--- src/rtl/controle_corrida.sv ---
// Ride controller: accepts a ride request (origem, destino), moves the car one location per
// movement tick to the pickup point, then to the drop-off point, holds there for HOLD_TICKS
// ticks and returns to idle.
//
// Ports:
//   clk        system clock, rising edge
//   reset_n    synchronous reset, active-low
//   origem     pickup location 0..8
//   destino    drop-off location 0..8
//   solicitar  request level; a rising edge versus the previous sample is a request
//   cancelar   cancel level; only honoured while searching for the passenger
//   posicao    one-hot car position OR'd with one-hot current target while travelling
//   estado     00 LIVRE, 01 BUSCANDO, 10 EM_CORRIDA, 11 CHEGOU
//   ocupado    high whenever estado is not LIVRE
//   chegou     one-cycle pulse on entry to CHEGOU
//   erro       one-cycle pulse when a request is rejected
module controle_corrida #(
  parameter int unsigned TICK_DIV   = 50_000_000,
  parameter int unsigned HOLD_TICKS = 3
) (
  input  logic       clk,
  input  logic       reset_n,
  input  logic [3:0] origem,
  input  logic [3:0] destino,
  input  logic       solicitar,
  input  logic       cancelar,
  output logic [8:0] posicao,
  output logic [1:0] estado,
  output logic       ocupado,
  output logic       chegou,
  output logic       erro
);

  localparam int unsigned CntW  = (TICK_DIV > 2) ? $clog2(TICK_DIV) : 1;
  localparam int unsigned HoldW = (HOLD_TICKS > 2) ? $clog2(HOLD_TICKS) : 1;

  typedef enum logic [1:0] {
    StLivre     = 2'b00,
    StBuscando  = 2'b01,
    StEmCorrida = 2'b10,
    StChegou    = 2'b11
  } estado_e;

  estado_e          estado_q, estado_d;
  logic [3:0]       carro_q, carro_d;
  logic [3:0]       origem_q, origem_d;
  logic [3:0]       destino_q, destino_d;
  logic [CntW-1:0]  cnt_q, cnt_d;
  logic [HoldW-1:0] hold_q, hold_d;
  logic             sol_q;
  logic             chegou_d, erro_d;

  logic       tick;
  logic       req_edge;
  logic       req_valid;
  logic [3:0] alvo;
  logic [3:0] carro_step;
  logic [8:0] posicao_d;

  assign tick      = (cnt_q == CntW'(TICK_DIV - 1));
  assign req_edge  = solicitar & ~sol_q;
  assign req_valid = (origem <= 4'd8) && (destino <= 4'd8) && (origem != destino);

  // Target is only meaningful while travelling; elsewhere the step result is unused.
  assign alvo = (estado_q == StEmCorrida) ? destino_q : origem_q;

  always_comb begin
    carro_step = carro_q;
    if (carro_q < alvo) begin
      carro_step = carro_q + 4'd1;
    end else if (carro_q > alvo) begin
      carro_step = carro_q - 4'd1;
    end
  end

  always_comb begin
    estado_d  = estado_q;
    carro_d   = carro_q;
    origem_d  = origem_q;
    destino_d = destino_q;
    hold_d    = hold_q;
    cnt_d     = tick ? '0 : cnt_q + CntW'(1);
    chegou_d  = 1'b0;
    erro_d    = 1'b0;

    unique case (estado_q)
      StLivre: begin
        if (req_edge) begin
          origem_d  = origem;
          destino_d = destino;
          if (!req_valid) begin
            erro_d = 1'b1;
          end else begin
            // Restart the tick phase so the first step lands TICK_DIV cycles later.
            cnt_d    = '0;
            estado_d = (carro_q == origem) ? StEmCorrida : StBuscando;
          end
        end
      end
      StBuscando: begin
        // Cancel wins over arrival; arrival is checked before any movement.
        if (cancelar) begin
          estado_d = StLivre;
        end else if (carro_q == origem_q) begin
          estado_d = StEmCorrida;
        end else if (tick) begin
          carro_d = carro_step;
        end
      end
      StEmCorrida: begin
        if (carro_q == destino_q) begin
          estado_d = StChegou;
          chegou_d = 1'b1;
          hold_d   = '0;
        end else if (tick) begin
          carro_d = carro_step;
        end
      end
      StChegou: begin
        if (tick) begin
          if (hold_q == HoldW'(HOLD_TICKS - 1)) begin
            estado_d = StLivre;
          end else begin
            hold_d = hold_q + HoldW'(1);
          end
        end
      end
      default: estado_d = StLivre;
    endcase
  end

  // Outputs are registered from next-state values so they line up with estado.
  always_comb begin
    posicao_d = 9'(1) << carro_d;
    if (estado_d == StBuscando) begin
      posicao_d = posicao_d | (9'(1) << origem_d);
    end else if (estado_d == StEmCorrida) begin
      posicao_d = posicao_d | (9'(1) << destino_d);
    end
  end

  always_ff @(posedge clk) begin
    if (!reset_n) begin
      estado_q  <= StLivre;
      carro_q   <= '0;
      origem_q  <= '0;
      destino_q <= '0;
      cnt_q     <= '0;
      hold_q    <= '0;
      sol_q     <= 1'b0;
      posicao   <= 9'b000000001;
      ocupado   <= 1'b0;
      chegou    <= 1'b0;
      erro      <= 1'b0;
    end else begin
      estado_q  <= estado_d;
      carro_q   <= carro_d;
      origem_q  <= origem_d;
      destino_q <= destino_d;
      cnt_q     <= cnt_d;
      hold_q    <= hold_d;
      sol_q     <= solicitar;
      posicao   <= posicao_d;
      ocupado   <= (estado_d != StLivre);
      chegou    <= chegou_d;
      erro      <= erro_d;
    end
  end

  assign estado = estado_q;

endmodule
--- config.mk ---
export PLATFORM = sky130hd
export DESIGN_NAME = controle_corrida
export DESIGN_NICKNAME = d
export VERILOG_FILES = /design/src/rtl/controle_corrida.sv
export SDC_FILE = /design/constraint.sdc
export NUM_CORES = 1
export LEC_CHECK = 0
export BUFFER_PORTS_ARGS = -buffer_cell sky130_fd_sc_hd__buf_2
export CORE_ASPECT_RATIO = 0.5
export CORE_MARGIN = 8
export CORE_UTILIZATION = 45
export CTS_CLUSTER_SIZE = 25
export DETAILED_ROUTE_END_ITERATION = 10
export GPL_TIMING_DRIVEN = 0
export PLACE_DENSITY_LB_ADDON = 0.1
export SYNTH_ARGS = -nofsm -noshare
export SYNTH_HDL_FRONTEND = slang
export SYNTH_SLANG_ARGS = --single-unit
--- constraint.sdc ---
create_clock -name clk -period 4.4 [get_ports clk]
set_input_delay 0.22 -clock clk [delete_from_list [all_inputs] [get_ports clk]]
set_output_delay 0.22 -clock clk [all_outputs]
set_load 0.05 [all_outputs]
==> results of run 1 <==
metrics by stage:
stage	cell area (um^2)	utilization, %
after global routing	3600	52.9
final	3600	52.9
after detailed placement	3450	50.7
after global placement	3450	50.7
after CTS	3600	52.9
after floorplan	3210	-
logic make-up after synthesis:
logic type,Yosys count,share of synthesized area [%]
simple gates,173,27.9
compound gates,58,14.1
flops,55,34.3
xor+xnor,39,10.6
buf+inv,33,3.89
mux,13,4.13
fa+ha+maj,13,5.06
how the worst min path moves through the flow:
stage | startpoint | endpoint | slack [ns] | cells past startpoint
detailed placement | solicitar | sol_q$_SDFF_PN0_ | 0.46 | 2
finish | solicitar | sol_q$_SDFF_PN0_ | 0.16 | 2
CTS | solicitar | sol_q$_SDFF_PN0_ | 0.16 | 2
floorplan | solicitar | sol_q$_SDFF_PN0_ | 0.34 | 1
global route | solicitar | sol_q$_SDFF_PN0_ | 0.18 | 2
global placement | solicitar | sol_q$_SDFF_PN0_ | 0.45 | 2
where the power goes:
group | internal (mW) | total, mW | switching [mW]
clock network | 0.228 | 0.410 | 0.182
logic | 0.123 | 0.345 | 0.223
registers | 0.519 | 0.541 | 0.0222
layout make-up:
type	count	area share [%]
clock buffer	7	3.96
timing repair buffer	24	3.34
multi-input combinational	296	55.2
buffer	15	1.60
clock inverter	1	0.243
inverter	18	1.88
tap	92	3.20
sequential	55	30.6
routing by layer:
metal,vias to the layer above,GRT usage [%],share of wire (%)
li1,1412,-,-
met1,1336,19.9,49
met2,49,26.8,45
met3,7,4.21,5.3
met4,0,3.41,0.76
met5,-,0,0
flip-flops by register name, indices dropped and copies added, names as in the netlist:
register and cells:
origem_q 4, posicao 9, chegou 1, sol_q 1
carro_q 4, destino_q 4, estado 2, erro 1
hold_q 2, ocupado 1, cnt_q 26
critical path, stage by stage (launching register included):
cell and delay, ns:
dfxtp_1 0.37, inv_1 0.13, ha_1 0.15, clkbuf_1 0.42
mux2_2 0.40, ha_1 0.18, nand2b_1 0.16, a21oi_1 0.13
nand2b_1 0.20, mux2i_1 0.32, a2bb2oi_1 0.12, a211oi_1 0.67
nor2_1 0.17, a311o_1 0.39
placed cells by master, fill, tap and decap left out, drive strengths merged, types with 4 or more instances in the layout:
| cell | instances |
|---|---|
| nor2 | 45 |
| nand4 | 6 |
| buf | 25 |
| ha | 13 |
| o21a | 5 |
| mux2i | 11 |
| nor3 | 13 |
| a21oi | 13 |
| o311ai | 4 |
| xnor2 | 18 |
| or4 | 4 |
| dfxtp | 55 |
| xor2 | 21 |
| clkbuf | 21 |
| nor2b | 14 |
| nand3 | 20 |
| nand2b | 7 |
| and3 | 11 |
| o21ai | 7 |
| inv | 17 |
| or3 | 6 |
| nand2 | 27 |
==> impl_metrics.csv, run 1 <==
group,metric,value,unit
status,status,"completed",
logic_synthesis,yosysTopAreaCellShare,34.3,%
placed_design,place_inst,500,
setup_path,worstPathArrival,4.11,ns
cts,cts_buffers,5,
global_route,overflow,0,
setup_path,cp-startpoint,"estado[0]$_SDFF_PN0_",
detailed_routing,drt_drc_violations_left,0,
sta,whs,0.156,ns
cts,cts_root_buf,"clkbuf_16",
power,power_leakage,1.43,nW
cts,clk_pin_slew,0.07,ns
cts,hold_buffers,0,
sta,relSlewSlack,19.0,%
logic_synthesis,synth_edf_count,0,
setup_path,reg2reg_to,"posicao[5]$_SDFF_PN0_",
logic_synthesis,synth_area_leaders,"dfxtp_1 34%, xor2_1 5.7%, nor2_1 5.3%, ha_1 5.1%, xnor2_1 4.9%",
sta,finalCriticalPeriod,3.92,ns
final_layout,num_antenna_cells,0,
logic_synthesis,synth.most_common_cell,"dfxtp_1",
global_route,antenna_found_initial,0,
setup_path,crit_fanout,10,
sta,worstMarginPinSlew,1.20,ns
sta,fin_setup_tns,0,ns
setup_path,crit_path_start_kind,"flip-flop",
detailed_routing,wire_per_inst,15.0,um
sta,slew_viol_final,0,
logic_synthesis,ys_ff_latch,55,
logic_synthesis,synth_cell_types,60,
power,p_total,1.30,mW
final_layout,seq_area,0.00110,mm^2
sta,fin_crit_sh,89.1,%
logic_synthesis,syn_area,0.00321,mm^2
placed_design,dpl.hpwl,5890,um
setup_path,r2r-start,"estado[0]$_SDFF_PN0_",
logic_synthesis,synth_nets,409,
detailed_routing,via_count,2804,
sta,skew,0.00696,ns
final_layout,area_growth,12.0,%
global_route,grt_pass1_wl,13000,um
logic_synthesis,synthFlopType,"dfxtp_1",
flow_run,cap_violations,0,
floorplan,ios,26,
detailed_routing,drt-pass1-iter-count,4,
setup_path,reg2reg_depth,13,
placed_design,port_buffers,24,
logic_synthesis,yosys.area.top_type,"dfxtp_1",
final_layout,drive_gt1_share,9.86,%
setup_path,end_kind,"flip-flop",
global_route,grt_start_max_net_pins,17,
logic_synthesis,synth_commonest_cells,"55 x dfxtp_1, 45 x nor2_1, 27 x nand2_1, 21 x xor2_1, 20 x nand3_1",
cts,clock_sinks,55,
logic_synthesis,yosysSeqAreaShare,34.3,%
final_layout,nNetsFinal,440,
setup_path,crit_end,"posicao[5]$_SDFF_PN0_",
cts,tritoncts,"yes",
final_layout,multi_input_area,0.00199,mm^2
logic_synthesis,synthCells,384,
min_path,hold_path.class,"in -> reg",
floorplan,num_rows,21,
sta,max_freq,255,MHz
global_route,grt_pass1_vias,2716,
detailed_routing,ant_nets,0,
placed_design,dp_slack,0.537,ns
final_layout,final_cells,508,
floorplan,fp.dieH,75.8,um
global_route,grtUsageTotal,15.8,%
floorplan,start_util,47.2,%
placed_design,gp_congestion,0.846,
setup_path,cp.required,4.58,ns
cts,post_cts_buffers,0,
sta,fin_ws,0.480,ns
final_layout,nFillCells,665,
cts,clock_latency,0.29,ns
logic_synthesis,avgSynthCellArea,8.37,um^2
detailed_routing,viasPerCell,5.52,
detailed_routing,wl,7620,um
cts,clk_path_buf_depth,2,
logic_synthesis,yosys_warnings,0,
sta,final_hold_viol_count,0,
cts,cts_repair_resize_count,0,
power,irDropWorstVdd,0.157,mV
sta,rsz0062_at_grt,"no",
cts,cts_max_level,2,
power,power.density,360,mW/mm^2
floorplan,coreArea,0.00681,mm^2
detailed_routing,drt_iter0_markers,115,
setup_path,critical_path_class,"reg -> reg",
floorplan,dieArea,0.0103,mm^2
floorplan,fp.dieW,136,um
sta,setup_viol,0,
logic_synthesis,async_reset_ff_share,0,%
setup_path,reg2reg_slack,0.48,ns
Power figures use the tool's default switching activity.
==> inputs of run 2 (changes only) <==
GPL_TIMING_DRIVEN = unset   (was 0)
==> impl_metrics.csv, run 2 (synthesis results as in run 1) <==
group,metric,value,unit
floorplan,fp.dieW,136,um
power,power_leakage,1.42,nW
cts,cts_repair_resize_count,0,
global_route,grtUsageTotal,15.1,%
cts,cts_root_buf,"clkbuf_16",
sta,fin_crit_sh,81.2,%
final_layout,final_cell_mix,"55 x dfxtp_1, 45 x nor2_1, 27 x nand2_1, 25 x buf_2, 21 x xor2_1",
placed_design,port_buffers,25,
setup_path,worst_path_max_delay_cell,"a211oi_1",
sta,setup_viol,0,
power,p_sw,0.418,mW
detailed_routing,drt-pass1-iter-count,4,
global_route,grt_pass1_wl,12400,um
setup_path,worstPathArrival,3.75,ns
power,p_int,0.873,mW
detailed_routing,ant_nets,0,
setup_path,critical_path_class,"reg -> reg",
cts,cts_max_level,2,
setup_path,cp-startpoint,"estado[0]$_SDFF_PN0_",
power,irDropWorstVdd,0.147,mV
final_layout,area_growth,10.6,%
setup_path,cpLargestDelayFamily,"compound AO/OA/AOI/OAI gates",
final_layout,regMostFlops,"cnt_q",
setup_path,path_cells,"inv_1 > ha_1 > mux2_2 > ha_1 > nand2b_1 > a21oi_1 > nand2b_1 > mux2i_1 > a2bb2oi_1 > a211oi_1 > nor2_1 > a311o_1",
detailed_routing,drt_iter0_markers,138,
placed_design,place_inst,487,
setup_path,max_stage_delay,0.53,ns
final_layout,drive_gt1_share,10.4,%
power,power.density,363,mW/mm^2
global_route,grt_util_met1,19.6,%
setup_path,cp.required,4.58,ns
sta,max_freq,280,MHz
floorplan,fp.dieH,75.8,um
detailed_routing,via_count,2720,
global_route,grt_start_max_net_pins,26,
global_route,overflow,0,
global_route,met2_usage,23.9,%
detailed_routing,viasPerCell,5.49,
detailed_routing,wl,7360,um
status,status,"completed",
power,power_frac_comb,26.7,%
cts,tritoncts,"yes",
min_path,hold_path.class,"in -> reg",
cts,clk_pin_slew,0.07,ns
global_route,grtUsageMet3,4.21,%
final_layout,top_regs,"cnt_q (26), posicao (9)",
sta,finalCriticalPeriod,3.57,ns
setup_path,crit_path_start_kind,"flip-flop",
placed_design,gp_congestion,0.831,
final_layout,mostFrequentLayoutCell,"dfxtp_1",
flow_run,cap_violations,0,
cts,clock_latency,0.29,ns
power,seqPwrFrac,41.8,%
global_route,antenna_found_initial,0,
sta,relSlewSlack,37.8,%
sta,worstMarginPinSlew,0.932,ns
power,p_sw_share,32.4,%
final_layout,seq_area,0.00110,mm^2
sta,final_hold_viol_count,0,
final_layout,largest_reg_flops,26,
power,clkPwrFrac,31.5,%
cts,post_cts_buffers,0,
final_layout,num_antenna_cells,0,
cts,clk_path_buf_depth,2,
detailed_routing,wire_per_inst,14.9,um
floorplan,start_util,47.2,%
final_layout,nNetsFinal,427,
floorplan,coreArea,0.00681,mm^2
setup_path,crit_fanout,10,
sta,rsz0062_at_grt,"no",
placed_design,dpl.hpwl,5590,um
final_layout,nFillCells,646,
detailed_routing,drt_drc_violations_left,0,
final_layout,final_cells,495,
global_route,grt_pass1_vias,2592,
cts,clock_sinks,55,
cts,hold_buffers,0,
floorplan,num_rows,21,
setup_path,end_kind,"flip-flop",
cts,cts_buffers,5,
sta,fin_setup_tns,0,ns
sta,slew_viol_final,0,
min_path,hp-start,"solicitar",
global_route,busiest_layer,"met2",
floorplan,ios,26,
final_layout,multi_input_area,0.00199,mm^2
setup_path,cp_num_buf_inv,1,
floorplan,dieArea,0.0103,mm^2
setup_path,r2r-start,"estado[0]$_SDFF_PN0_",
sta,skew,0.00545,ns
[run 2: final timing paths]
kind | endpoint | slack (ns) | depth (start not counted)
setup / recovery | posicao[5]$_SDFF_PN0_ | 0.83 | 12
hold / removal | sol_q$_SDFF_PN0_ | 0.15 | 2
setup reg to reg | posicao[5]$_SDFF_PN0_ | 0.83 | 12
hold reg to reg | cnt_q[0]$_SDFF_PN0_ | 0.47 | 1
[run 2: metal layers]
layer | vias to the layer above | wire (um)
met5 | - | 0
li1 | 1382 | -
met3 | 8 | 456
met4 | 0 | 84
met1 | 1273 | 3630
met2 | 57 | 3190
[run 2: final cells by class]
cell class | instances | share of cell area [%]
clock buffers | 7 | 4.01
clock inverters | 1 | 0.246
inverters | 18 | 1.90
multi-input cells | 296 | 55.9
flip-flops and latches | 55 | 31.0
well taps | 92 | 3.24
repair buffers | 26 | 3.73
[run 2: worst reg2reg max path, delay by kind of cell (launching register included)]
family | cells | cell delay (ns)
simple gates | 3 | 0.54
mux | 2 | 0.69
buf+inv | 1 | 0.12
compound gates | 4 | 1.18
fa+ha+maj | 2 | 0.58
flops | 1 | 0.37
[run 2: metrics by stage]
stage	total power, mW	utilization, %	cell area (um^2)	hold slack (ns)	setup slack, ns
after floorplan	0.812	-	3210	0.342	0.761
after global placement	0.886	50.0	3400	0.449	1.03
after detailed placement	0.892	50.0	3400	0.458	0.878
after CTS	1.30	52.3	3560	0.150	0.844
after global routing	1.36	52.3	3560	0.182	0.447
final	1.29	52.3	3560	0.153	0.829
[run 2: power groups by stage]
stage               clock (mW)  sequential, mW  combinational (mW)
detailed placement           0           0.551               0.341
finish                   0.407           0.540               0.345
global placement             0           0.550               0.336
global route             0.439           0.542               0.380
CTS                      0.418           0.540               0.343
floorplan                    0           0.585               0.227
==> inputs of run 3 (changes only) <==
ABC_AREA = 1   (was unset)
clock period = 3.4 ns   (was 4.4 ns; I/O delays follow)
==> impl_metrics.csv, run 3 <==
group,metric,value,unit
status,status,"completed",
placed_design,gp_congestion,0.869,
floorplan,dieArea,0.0112,mm^2
cts,cts_repair_resize_count,0,
setup_path,r2r-start,"estado[0]$_SDFF_PN0_",
cts,cts_max_level,2,
setup_path,cp.required,3.64,ns
flow_run,cap_violations,0,
final_layout,final_cell_mix,"108 x nand2_1, 76 x nor2_1, 71 x inv_1, 55 x dfxtp_1, 49 x nand3_1",
final_layout,nNetsFinal,592,
sta,worstMarginPinSlew,0.645,ns
min_path,hold_path.class,"in -> reg",
global_route,grt_start_max_net_pins,17,
final_layout,mostFrequentLayoutCell,"nand2_1",
floorplan,fp.dieW,142,um
final_layout,largest_reg_flops,26,
logic_synthesis,yosys.area.top_type,"dfxtp_1",
cts,clock_sinks,55,
floorplan,coreArea,0.00786,mm^2
placed_design,dpl.hpwl,6830,um
global_route,overflow,0,
logic_synthesis,yosys_warnings,0,
final_layout,postLayoutCoreUtil,50.2,%
logic_synthesis,synth_commonest_cells,"108 x nand2_1, 76 x nor2_1, 71 x inv_1, 55 x dfxtp_1, 49 x nand3_1",
detailed_routing,drt-pass1-iter-count,4,
setup_path,end_kind,"flip-flop",
floorplan,ios,26,
placed_design,port_buffers,25,
final_layout,num_antenna_cells,0,
sta,slew_viol_final,0,
final_layout,postLayoutCellArea,0.00394,mm^2
sta,fin_crit_sh,84.2,%
sta,final_hold_viol_count,0,
final_layout,regMostFlops,"cnt_q",
min_path,whs_endpoint,"sol_q$_SDFF_PN0_",
power,power_leakage,1.78,nW
cts,cts_root_buf,"clkbuf_16",
global_route,grt_pass1_vias,3248,
logic_synthesis,avgSynthCellArea,6.58,um^2
final_layout,multi_input_area,0.00210,mm^2
sta,fin_ws,0.536,ns
final_layout,top_regs,"cnt_q (26), posicao (9)",
logic_synthesis,synth.most_common_cell,"nand2_1",
detailed_routing,drt_iter0_markers,159,
cts,clk_path_buf_depth,2,
sta,fin_setup_tns,0,ns
sta,relSlewSlack,56.5,%
global_route,antenna_found_initial,0,
detailed_routing,viasPerCell,4.84,
floorplan,fp.dieH,79.0,um
cts,cts_buffers,5,
logic_synthesis,syn_area,0.00357,mm^2
floorplan,num_rows,23,
logic_synthesis,async_reset_ff_share,0,%
placed_design,dpl-instance-area,0.00380,mm^2
placed_design,place_inst,672,
setup_path,crit_fanout,5,
logic_synthesis,synth_cell_types,40,
sta,finalCriticalPeriod,2.86,ns
setup_path,worstPathArrival,3.10,ns
final_layout,area_growth,10.5,%
detailed_routing,wire_per_inst,12.8,um
logic_synthesis,yosysSeqAreaShare,30.9,%
cts,hold_buffers,0,
power,power.density,546,mW/mm^2
sta,skew,0.00832,ns
final_layout,nFillCells,831,
power,irDropWorstVdd,0.345,mV
detailed_routing,drt_drc_violations_left,0,
logic_synthesis,synth_nets,567,
logic_synthesis,synthFlopType,"dfxtp_1",
power,p_total,2.15,mW
sta,setup_viol,0,
setup_path,reg2reg_depth,17,
logic_synthesis,synthCells,542,
logic_synthesis,yosysTopAreaCellShare,30.9,%
setup_path,critical_path_class,"reg -> reg",
final_layout,final_cells,680,
placed_design,dp_slack,0.580,ns
min_path,hp-start,"solicitar",
detailed_routing,via_count,3288,
logic_synthesis,ys_ff_latch,55,
final_layout,seq_area,0.00110,mm^2
cts,tritoncts,"yes",
logic_synthesis,synth_area_leaders,"dfxtp_1 31%, nand2_1 11%, nor2_1 8.0%, inv_1 7.5%, nand3_1 6.9%",
cts,post_cts_buffers,0,
floorplan,start_util,45.4,%
global_route,grt_pass1_wl,15100,um
min_path,hold_path_depth,3,
detailed_routing,ant_nets,0,
cts,clock_latency,0.30,ns
setup_path,reg2reg_slack,0.54,ns
detailed_routing,wl,8690,um
logic_synthesis,synth_edf_count,0,
sta,max_freq,349,MHz
global_route,grtUsageTotal,16.5,%
setup_path,crit_path_start_kind,"flip-flop",
setup_path,reg2reg_to,"posicao[5]$_SDFF_PN0_",
final_layout,drive_gt1_share,15.8,%
sta,whs,0.0720,ns
sta,rsz0062_at_grt,"no",
cts,clk_pin_slew,0.07,ns
-- run 3: cell count changes in the layout (fill, tap and decap cells not counted), sizes merged, moves of 5 or more --
cell / delta
nor2b: -14
nand2: +92
o21ai: +18
nor2: +45
inv: +64
xor2: -5
xnor2: -14
and3: -11
mux2i: -11
nand2b: -7
nand3: +31
or3: -6
a21oi: +22
-- run 3: layout make-up --
cell class / instances / share of cell area, %
multi-input combinational: 394 / 53.3
clock inverter: 2 / 0.317
clock buffer: 6 / 3.27
sequential: 55 / 27.9
inverter: 83 / 7.90
tap: 112 / 3.55
timing repair buffer: 28 / 3.74
-- run 3: worst max path at each step --
stage / cells after the start / start / endpoint
after detailed placement: 17 / estado[0]$_SDFF_PN0_ / posicao[7]$_SDFF_PN0_
final: 17 / estado[0]$_SDFF_PN0_ / posicao[5]$_SDFF_PN0_
after CTS: 17 / estado[0]$_SDFF_PN0_ / posicao[3]$_SDFF_PN0_
after global routing: 19 / estado[0]$_SDFF_PN0_ / posicao[6]$_SDFF_PN0_
after global placement: 17 / estado[0]$_SDFF_PN0_ / posicao[1]$_SDFF_PN0_
after floorplan: 21 / estado[0]$_SDFF_PN0_ / posicao[4]$_SDFF_PN0_
-- run 3: kinds of logic after synthesis --
family,share of synthesized area [%]
simple gates,37.4
fa+ha+maj,4.56
xor+xnor,4.91
buf+inv,10.3
flops,30.9
compound gates,12.0
-- run 3: worst max-delay path: stages (launching register included) --
cell and delay (ns):
dfxtp_1 0.39, inv_1 0.12, ha_1 0.27, o21ai_0 0.21, ha_1 0.28, a21oi_1 0.26
nand2_1 0.16, nand2_1 0.11, inv_1 0.04, nor2_1 0.17, nand2_1 0.07, nand2_1 0.06
nand2_1 0.10, nand2_1 0.10, nand2_2 0.07, nor2_1 0.16, nand3_1 0.12, a21oi_2 0.13
-- run 3: power by group --
part	total, mW	switching [mW]	internal, mW
registers	0.750	0.0507	0.700
clock network	0.520	0.247	0.273
logic	0.882	0.638	0.244
-- run 3: layer usage --
metal / vias up / wire length [um] / global-route usage (%)
met5: - / 0 / 0
met4: 0 / 83 / 4.14
met3: 8 / 326 / 3.59
met2: 50 / 3910 / 28.6
met1: 1455 / 4360 / 20.7
li1: 1775 / - / -
